### config.mk
export PLATFORM = sky130hd
export DESIGN_NAME = par2ser_gearbox
export DESIGN_NICKNAME = d
export VERILOG_FILES = /design/src/rtl/par2ser_gearbox_pkg.sv /design/src/rtl/par2ser_gearbox_lane.sv /design/src/rtl/par2ser_gearbox.sv
export SDC_FILE = /design/constraint.sdc
export NUM_CORES = 1
export LEC_CHECK = 0
export ABC_AREA = 1
export BUFFER_PORTS_ARGS = -buffer_cell sky130_fd_sc_hd__buf_2
export CELL_PAD_IN_SITES_DETAIL_PLACEMENT = 1
export CELL_PAD_IN_SITES_GLOBAL_PLACEMENT = 1
export CORE_ASPECT_RATIO = 2
export CORE_MARGIN = 8
export CORE_UTILIZATION = 37
export DETAILED_ROUTE_END_ITERATION = 8
export PLACE_DENSITY = 0.81
export RECOVER_POWER = 100
export SLEW_MARGIN = 10
export SYNTH_ARGS = -nofsm -noshare
export SYNTH_HDL_FRONTEND = slang
export SYNTH_SLANG_ARGS = --single-unit
### constraint.sdc
create_clock -name i_serclk -period 1.35 [get_ports i_serclk]
set_input_delay 0 -clock i_serclk [delete_from_list [all_inputs] [get_ports i_serclk]]
set_output_delay 0 -clock i_serclk [all_outputs]
set_load 0.01 [all_outputs]
### src/rtl/par2ser_gearbox_pkg.sv
// Shared definitions for the parallel-to-serial gearbox.
//   ser_state_e : gearbox mode (IDLE=0, RUN=1, TRAIN=2), also exported on o_state
//   CTL0..CTL3  : TMDS control tokens; CTL0 is the default underflow fill word
//   beats()     : serclk beats needed to emit one parallel word
//   cfg_ok()    : legal width combination (whole number of beats, at least two)
package par2ser_gearbox_pkg;

    typedef enum logic [1:0] {
        StIdle  = 2'd0,
        StRun   = 2'd1,
        StTrain = 2'd2
    } ser_state_e;

    localparam logic [9:0] CTL0 = 10'b1101010100;
    localparam logic [9:0] CTL1 = 10'b0010101011;
    localparam logic [9:0] CTL2 = 10'b0101010100;
    localparam logic [9:0] CTL3 = 10'b1010101011;

    function automatic int unsigned beats(input int unsigned data_w, input int unsigned out_w);
        return (out_w == 0) ? 0 : data_w / out_w;
    endfunction

    function automatic bit cfg_ok(input int unsigned data_w, input int unsigned out_w);
        return (out_w != 0) && (data_w % out_w == 0) && (data_w / out_w >= 2);
    endfunction

endpackage

### src/rtl/par2ser_gearbox_lane.sv
// One gearbox lane: a DATA_W shift register that loads a whole word at a word
// boundary and otherwise shifts OUT_W bits per serclk toward the output slice.
//   i_serclk    : gearbox clock
//   i_rst_n     : async active-low reset, register fills with INIT_OQ
//   i_load      : load i_load_word this edge instead of shifting
//   i_load_word : next word for this lane
//   o_dout      : current beat, bit 0 is the earlier bit on the line
module par2ser_gearbox_lane #(
    parameter int unsigned DATA_W    = 10,
    parameter int unsigned OUT_W     = 2,
    parameter bit          LSB_FIRST = 1'b1,
    parameter logic        INIT_OQ   = 1'b0
) (
    input  logic              i_serclk,
    input  logic              i_rst_n,
    input  logic              i_load,
    input  logic [DATA_W-1:0] i_load_word,
    output logic [OUT_W-1:0]  o_dout
);

    logic [DATA_W-1:0] r_sh;
    logic [DATA_W-1:0] w_sh_d;

    always_comb begin
        w_sh_d = r_sh;
        if (i_load) begin
            w_sh_d = i_load_word;
        end else if (LSB_FIRST) begin
            w_sh_d = {{OUT_W{INIT_OQ}}, r_sh[DATA_W-1:OUT_W]};
        end else begin
            w_sh_d = {r_sh[DATA_W-OUT_W-1:0], {OUT_W{INIT_OQ}}};
        end
    end

    always_ff @(posedge i_serclk or negedge i_rst_n) begin
        if (!i_rst_n) begin
            r_sh <= {DATA_W{INIT_OQ}};
        end else begin
            r_sh <= w_sh_d;
        end
    end

    // MSB-first lanes read the top slice reversed so o_dout[0] is still the earlier bit.
    always_comb begin
        o_dout = '0;
        for (int i = 0; i < int'(OUT_W); i++) begin
            if (LSB_FIRST) begin
                o_dout[i] = r_sh[i];
            end else begin
                o_dout[i] = r_sh[int'(DATA_W) - 1 - i];
            end
        end
    end

endmodule

### src/rtl/par2ser_gearbox.sv
// Multi-lane parallel-to-serial gearbox with a one-word hold buffer, underflow
// fill, a training-pattern mode and an enable/idle mode.
//   i_serclk, i_rst_n     : gearbox clock, async active-low reset
//   i_enable              : 1 stream, 0 finish current word then go IDLE
//   i_train_req           : send i_train_pattern on every lane instead of data
//   i_s_valid/o_s_ready   : word handshake, i_s_data lane k at [k*DATA_W +: DATA_W]
//   o_dout                : lane k at [k*OUT_W +: OUT_W]
//   o_word_start          : dout carries beat 0 of a word (never in IDLE)
//   o_underflow_cnt       : saturating count of IDLE_WORD insertions
//   o_state               : IDLE=0, RUN=1, TRAIN=2
module par2ser_gearbox
    import par2ser_gearbox_pkg::*;
#(
    parameter int unsigned       CHANNELS  = 4,
    parameter int unsigned       DATA_W    = 10,
    parameter int unsigned       OUT_W     = 2,
    parameter bit                LSB_FIRST = 1'b1,
    parameter logic              INIT_OQ   = 1'b0,
    parameter logic [DATA_W-1:0] IDLE_WORD = CTL0
) (
    input  logic                         i_serclk,
    input  logic                         i_rst_n,
    input  logic                         i_enable,
    input  logic                         i_train_req,
    input  logic [DATA_W-1:0]            i_train_pattern,
    input  logic                         i_s_valid,
    output logic                         o_s_ready,
    input  logic [CHANNELS*DATA_W-1:0]   i_s_data,
    output logic [CHANNELS*OUT_W-1:0]    o_dout,
    output logic                         o_word_start,
    output logic [15:0]                  o_underflow_cnt,
    output logic [1:0]                   o_state
);

    localparam int unsigned       BEATS   = beats(DATA_W, OUT_W);
    localparam int unsigned       CNT_W   = (BEATS > 1) ? $clog2(BEATS) : 1;
    localparam logic [CNT_W-1:0]  CNT_MAX = CNT_W'(BEATS - 1);

    if (!cfg_ok(DATA_W, OUT_W)) begin : g_cfg_check
        $error("par2ser_gearbox: DATA_W must be a multiple of OUT_W giving at least two beats");
    end

    ser_state_e                  r_state;
    ser_state_e                  w_state_d;
    logic [CNT_W-1:0]            r_cnt;
    logic [CNT_W-1:0]            w_cnt_d;
    logic                        r_hold_vld;
    logic                        w_hold_vld_d;
    logic [CHANNELS*DATA_W-1:0]  r_hold;
    logic                        r_word_start;
    logic                        w_word_start_d;
    logic [15:0]                 r_underflow_cnt;
    logic                        w_boundary;
    logic                        w_consume;
    logic                        w_uf_inc;
    logic                        w_accept;

    // State register.
    always_ff @(posedge i_serclk or negedge i_rst_n) begin
        if (!i_rst_n) begin
            r_state <= StIdle;
        end else begin
            r_state <= w_state_d;
        end
    end

    // Next state: mode changes only land on a word boundary so words never get cut.
    always_comb begin
        w_state_d = r_state;
        if (w_boundary) begin
            if (!i_enable) begin
                w_state_d = StIdle;
            end else if (i_train_req) begin
                w_state_d = StTrain;
            end else begin
                w_state_d = StRun;
            end
        end
    end

    // FSM-derived controls. IDLE is a boundary every cycle so a restart needs no wait.
    always_comb begin
        w_boundary = (r_cnt == CNT_MAX) || (r_state == StIdle);
        w_consume  = w_boundary && (w_state_d == StRun) && r_hold_vld;
        w_uf_inc   = w_boundary && (w_state_d == StRun) && !r_hold_vld;
        o_s_ready  = !r_hold_vld || w_consume;
        w_accept   = i_s_valid && o_s_ready;
        o_state    = r_state;
    end

    always_comb begin
        w_cnt_d = r_cnt + 1'b1;
        if ((w_state_d == StIdle) || (r_state == StIdle) || (r_cnt == CNT_MAX)) begin
            w_cnt_d = '0;
        end
        // A new word entering the hold in the consume cycle keeps the buffer full.
        w_hold_vld_d = r_hold_vld;
        if (w_accept) begin
            w_hold_vld_d = 1'b1;
        end else if (w_consume) begin
            w_hold_vld_d = 1'b0;
        end
        w_word_start_d = (w_cnt_d == '0) && (w_state_d != StIdle);
    end

    always_ff @(posedge i_serclk or negedge i_rst_n) begin
        if (!i_rst_n) begin
            r_cnt           <= '0;
            r_hold_vld      <= 1'b0;
            r_hold          <= '0;
            r_word_start    <= 1'b0;
            r_underflow_cnt <= '0;
        end else begin
            r_cnt        <= w_cnt_d;
            r_hold_vld   <= w_hold_vld_d;
            r_word_start <= w_word_start_d;
            if (w_accept) begin
                r_hold <= i_s_data;
            end
            if (w_uf_inc && (r_underflow_cnt != 16'hFFFF)) begin
                r_underflow_cnt <= r_underflow_cnt + 16'd1;
            end
        end
    end

    assign o_word_start    = r_word_start;
    assign o_underflow_cnt = r_underflow_cnt;

    for (genvar k = 0; k < int'(CHANNELS); k++) begin : g_lane
        logic [DATA_W-1:0] w_load_word;

        always_comb begin
            w_load_word = {DATA_W{INIT_OQ}};
            unique case (w_state_d)
                StIdle:  w_load_word = {DATA_W{INIT_OQ}};
                StTrain: w_load_word = i_train_pattern;
                default: w_load_word = r_hold_vld ? r_hold[k*DATA_W +: DATA_W] : IDLE_WORD;
            endcase
        end

        par2ser_gearbox_lane #(
            .DATA_W    (DATA_W),
            .OUT_W     (OUT_W),
            .LSB_FIRST (LSB_FIRST),
            .INIT_OQ   (INIT_OQ)
        ) u_lane (
            .i_serclk    (i_serclk),
            .i_rst_n     (i_rst_n),
            .i_load      (w_boundary),
            .i_load_word (w_load_word),
            .o_dout      (o_dout[k*OUT_W +: OUT_W])
        );
    end

endmodule

* Word level (Yosys, flattened, before mapping)
Cells that the tools add are included.
** Cells by class
- Reductions and logical operators :: 16
- Add/sub/neg operators :: 2
- Equality and inequality tests :: 4
- Mux-type cells :: 18
** Operators by type and width (count)
- $mux 10 :: 8
- $pmux 10 s2 :: 4
- $add 16x1->16 const B :: 1
- $ne 16x16->1 const B :: 1
- $logic_and 1x1->1 :: 6
- $mux 2 :: 3
- $logic_not 2->1 :: 2
- $logic_or 1x1->1 :: 4
- $reduce_bool 2->1 :: 2
- $add 3x1->3 const B :: 1
- $eq 3x3->1 const B :: 1
- $logic_not 3->1 :: 1
- $mux 3 :: 1
- $eq 2x1->1 const B :: 1
- $eq 2x2->1 const B :: 1
- $mux 1 :: 2
- $logic_not 1->1 :: 1
** Storage, ports and cells
- Register bits after elaboration :: 103
- Output and inout bits :: 28

* Longest topological paths before layout
- Depth after elaboration :: 9
- Depth in mapped cells :: 10

* By module
Synthesis repeated with hierarchy kept, for this count alone.
** Unflattened totals
- Cells, all modules :: 627
- Area, all modules :: 5006.1 um^2
** Modules (own cells, without submodules)
- par2ser_gearbox :: times used 1, area each 3479.6 um^2, cells an instance 459
- par2ser_gearbox_lane :: times used 4, area each 381.6 um^2, cells an instance 42

* Worst setup path after synthesis
No wires, ideal clock.
- Path type :: reg2reg
- Start :: register r_underflow_cnt[0], in the netlist o_underflow_cnt[0]
- End :: register r_underflow_cnt[13], in the netlist o_underflow_cnt[13]
- Cell stages (with the launch flop) :: 10
- Buffers on the path :: 1
- Data arrival time :: 1428 ps
- Setup slack :: -195 ps
- Setup time :: 117 ps
- Cells stage by stage :: dfrtp_1 -> ha_1 -> inv_1 -> nor2_2 -> nand2_1 -> nor2_2 -> nor2_2 -> buf_4 -> nand2_1 -> nand2_1
** On the way
- Word-level cells in the longest chain between the ends :: 2
** RTL lines
- start: declaration :: RTL line par2ser_gearbox.sv:52 : logic [15:0] r_underflow_cnt;
- start signal: assignment :: RTL line par2ser_gearbox.sv:121 : r_underflow_cnt <= r_underflow_cnt + 16'd1;
- parallel branches: the longest is 2 deep, another holds $add 16x1->16
Parallel ways; which one is timed is not known.
A chain may end at the register's enable or synchronous reset.

* Worst setup path in the final report
- Start :: register r_cnt[1]
- End :: register r_hold[0]
** On the way
- Word-level cells in the longest chain between the ends :: 8
** RTL lines
- start: declaration :: RTL line par2ser_gearbox.sv:45 : logic [CNT_W-1:0] r_cnt;
- start signal: assignment :: RTL line par2ser_gearbox.sv:114 : r_cnt <= w_cnt_d;
- $eq 3x3->1 (*) :: RTL line par2ser_gearbox.sv:83 : w_boundary = (r_cnt == CNT_MAX) || (r_state == StIdle);
- $logic_or 1x1->1 (*) :: RTL line par2ser_gearbox.sv:83
- $mux 2 :: RTL line par2ser_gearbox.sv:70 : if (w_boundary) begin
- $eq 2x1->1 :: RTL line par2ser_gearbox.sv:84 : w_consume = w_boundary && (w_state_d == StRun) && r_hold_vld;
- $logic_and 1x1->1 (*) (2 in series) :: RTL line par2ser_gearbox.sv:84
- $logic_or 1x1->1 (*) :: RTL line par2ser_gearbox.sv:86 : o_s_ready = !r_hold_vld || w_consume;
- $logic_and 1x1->1 (*) :: RTL line par2ser_gearbox.sv:87 : w_accept = i_s_valid && o_s_ready;
- end signal: assignment :: RTL line par2ser_gearbox.sv:118 : r_hold <= i_s_data;
- end: declaration :: RTL line par2ser_gearbox.sv:49 : logic [CHANNELS*DATA_W-1:0] r_hold;
Mark *: on every way between the ends. The rest lies on a longest branch, timed or not.

==> flow_metrics.env <==
export IMPL_cts_root_buf="clkbuf_16"
export IMPL_fmax_ghz=0.574
export IMPL_violations="negative setup slack"
export IMPL_numClockSinks=103
export IMPL_drive_above_1_share=0.338
export IMPL_first_global_vias=5950
export IMPL_critical_path_class="flip-flop to flip-flop"
export IMPL_routed_wl_met3_um=1210
export IMPL_drcViolationCount=0
export IMPL_cp_arrival_ns=1.97
export IMPL_initial_core_util=0.380
export IMPL_ys_seq_elements=103
export IMPL_die_height_um=179
export IMPL_ys_types=26
export IMPL_wirelength_um=23100
export IMPL_finalHoldViolations=0
export IMPL_cp_end_kind="flip-flop"
export IMPL_startpoint_type="flip-flop"
export IMPL_overflow=0
export IMPL_dr_pass1_iters=4
export IMPL_wire_per_inst_um=24.4
export IMPL_clockBufferDepth=2
export IMPL_period_needed_ns=1.74
export IMPL_irDropWorstVdd_uv=1170
export IMPL_p_leak_nw=3.68
export IMPL_antenna_found_initial=0
export IMPL_slew_viol_final=0
export IMPL_power_w=0.0183
export IMPL_clk_latency_ns=0.36
export IMPL_cts_htree_levels=3
export IMPL_finClkSkew_ns=0.0155
export IMPL_grt_pass1_wl_um=31800
export IMPL_dr_max_layer_used="met4"
export IMPL_syn_area_sq_mm=0.00493
export IMPL_timing_slew_headroom=0.589
export IMPL_dp_hpwl_um=12200
export IMPL_fin_ws_ns=-0.391
export IMPL_outcome="complete, but fails checks"
export IMPL_drt_iter0_drc=304
export IMPL_path_clk_slew_ns=0.07
export IMPL_met2_length_um=12700
export IMPL_yosysSeqAreaShare=0.523
export IMPL_required_ns=1.58
export IMPL_antenna_cells=0
export IMPL_routed_via_density=5.63
export IMPL_hold_path_class="input port to flip-flop"
export IMPL_drt_met1_wl_um=7470
export IMPL_synthCells=612
export IMPL_setup_viol=100
export IMPL_ant_nets=0
export IMPL_finalCritPeriodShare=1.29
export IMPL_place_congestion=0.870
export IMPL_grt_max_degree=36
export IMPL_cts_buffers=9
export IMPL_syn_area_per_cell_sq_um=8.06
export IMPL_design_area_sq_mm=0.00749
export IMPL_yosysWarnings=0
export IMPL_drv_cap=0
export IMPL_synth_nets=670
export IMPL_rsz0062_at_grt="true"
export IMPL_die_area_sq_mm=0.0175
export IMPL_finalNetCount=850
export IMPL_place_area_sq_mm=0.00587
export IMPL_io_pins=83
export IMPL_cts_tree="yes"
export IMPL_portBuffers=82
export IMPL_area_growth_pct=51.9
export IMPL_power_density_mw_per_mm2=2450
export IMPL_die_x_um=97.6
export IMPL_max_slew_worst_pin_slew_ns=0.617
export IMPL_core_area_sq_mm=0.0130
export IMPL_std_cell_rows=59
export IMPL_vias=5340
export IMPL_grtUsageTotal=0.233
export IMPL_path_max_fanout=11
[layout by cell type (no fill, tap or decap), types with 3 or more instances in the layout]
cell type,count
nor2_4,3
nor2_1,70
clkbuf_1,24
xor2_1,3
a21oi_4,4
o21ai_1,4
buf_6,10
dlygate4sd3_1,49
clkinvlp_4,3
clkbuf_4,3
nand3_1,48
clkbuf_16,13
dfrtp_1,101
nand3_4,8
buf_4,42
inv_1,45
a21oi_2,37
buf_12,8
nand4_1,6
nand2_1,140
nand2_4,19
o211ai_1,32
xnor2_1,4
nand2_2,24
inv_2,5
buf_2,66
[cells by family (layout without fill, tap and decap cells)]
logic type / Yosys count / count (layout) / synth area share
simple gates: 323 / 323 / 0.268
flops: 103 / 103 / 0.523
buf+inv: 93 / 278 / 0.0850
compound gates: 83 / 83 / 0.105
xor+xnor: 7 / 7 / 0.0124
fa+ha+maj: 3 / 3 / 0.00761
[layout make-up]
class	instances	area [sq um]
Fill cell	1487	5500
Sequential cell	103	2580
Multi-Input combinational cell	416	2530
Timing Repair Buffer	209	1690
Clock buffer	11	233
Inverter	52	208
Tap cell	152	190
Clock inverter	5	47.5
Timing Repair inverter	1	11.3
[metal layers]
| layer | vias to the layer above | global-route usage |
|---|---|---|
| met5 | - | 0 |
| met4 | 0 | 0.161 |
| met3 | 96 | 0.0494 |
| met2 | 231 | 0.450 |
| met1 | 2695 | 0.208 |
| li1 | 2318 | - |
[worst paths after layout]
kind	startpoint	endpoint	slack, ns	cells past startpoint
setup / recovery	r_cnt[1]	r_hold[0]	-0.39	11
hold / removal	i_enable	o_word_start	0.04	3
setup reg to reg	r_cnt[1]	r_hold[0]	-0.39	11
hold reg to reg	r_hold[36]	r_hold[36]	0.49	2
max in group asynchronous	i_rst_n	o_underflow_cnt[1]	0.14	3
min in group asynchronous	i_rst_n	r_hold[34]	0.19	2
[flip-flops by register name, indices dropped and copies added, names as in the netlist]
signal / flops
g_lane.u_lane.r_sh: 40
r_hold: 40
o_underflow_cnt: 16
r_cnt: 3
o_state: 2
o_word_start: 1
r_hold_vld: 1
[stage by stage]
| stage | util | hold slack (ns) | TNS, ns | worst slack (ns) | cells |
|---|---|---|---|---|---|
| finish | 0.577 | 0.0441 | -26.98 | -0.391 | 949 |
| global route | 0.577 | 0.0600 | -33.91 | -0.433 | 949 |
| CTS | 0.552 | 0.0389 | -17.11 | -0.234 | 937 |
| detailed placement | 0.452 | -0.0625 | -20.39 | -0.317 | 862 |
| global placement | 0.452 | -0.0705 | -11.43 | -0.177 | 862 |
| floorplan | - | -0.296 | -3.75 | -0.0668 | 612 |
[Yosys cell counts]
cell / instances / share of area
nand4_1: 6 / 0.0076
o211ai_1: 32 / 0.049
a21oi_1: 41 / 0.042
nor2_1: 71 / 0.054
o2111ai_1: 2 / 0.0036
buf_1: 1 / 0.00076
a211oi_1: 1 / 0.0015
buf_2: 17 / 0.017
nor3_1: 1 / 0.0010
ha_1: 3 / 0.0076
nand2_2: 2 / 0.0025
buf_4: 9 / 0.014
o21ai_0: 2 / 0.0020
clkbuf_1: 12 / 0.0091
buf_6: 2 / 0.0046
xnor2_1: 4 / 0.0071
a21oi_4: 1 / 0.0033
nand2_1: 182 / 0.14
nand3_1: 57 / 0.058
inv_1: 48 / 0.037
o21ai_1: 4 / 0.0041
inv_2: 4 / 0.0030
dfrtp_1: 103 / 0.52
nor2_4: 1 / 0.0023
nor2_2: 3 / 0.0038
xor2_1: 3 / 0.0053
[critical path: stages, from the launching register on]
cell       delay, ns
dfrtp_1         0.39
inv_2           0.09
ha_4            0.14
nand2_4         0.08
o21ai_4         0.10
nand2_2         0.10
nand2_4         0.11
buf_6           0.13
nand2_8         0.10
clkbuf_16       0.21
nand2_1         0.07
nand2_1         0.10
[timing repair]
action	4_1_cts	5_1_grt
cloned	5	4
hold endpoints to repair	174	0
setup buffers	6	10
setup endpoints to repair	101	101
pin swaps	18	12
resized for setup	93	68
hold buffers	49	0
[report_power, final]
group / total (W) / leakage, nW / switching (W) / internal [W]
logic: 0.0103 / 2.27 / 0.00624 / 0.00402
registers: 0.00549 / 1.29 / 0.00108 / 0.00441
clock network: 0.00257 / 0.125 / 0.00129 / 0.00127
total: 0.0183 / 3.68 / 0.00861 / 0.00971
Power figures use the tool's default switching activity.
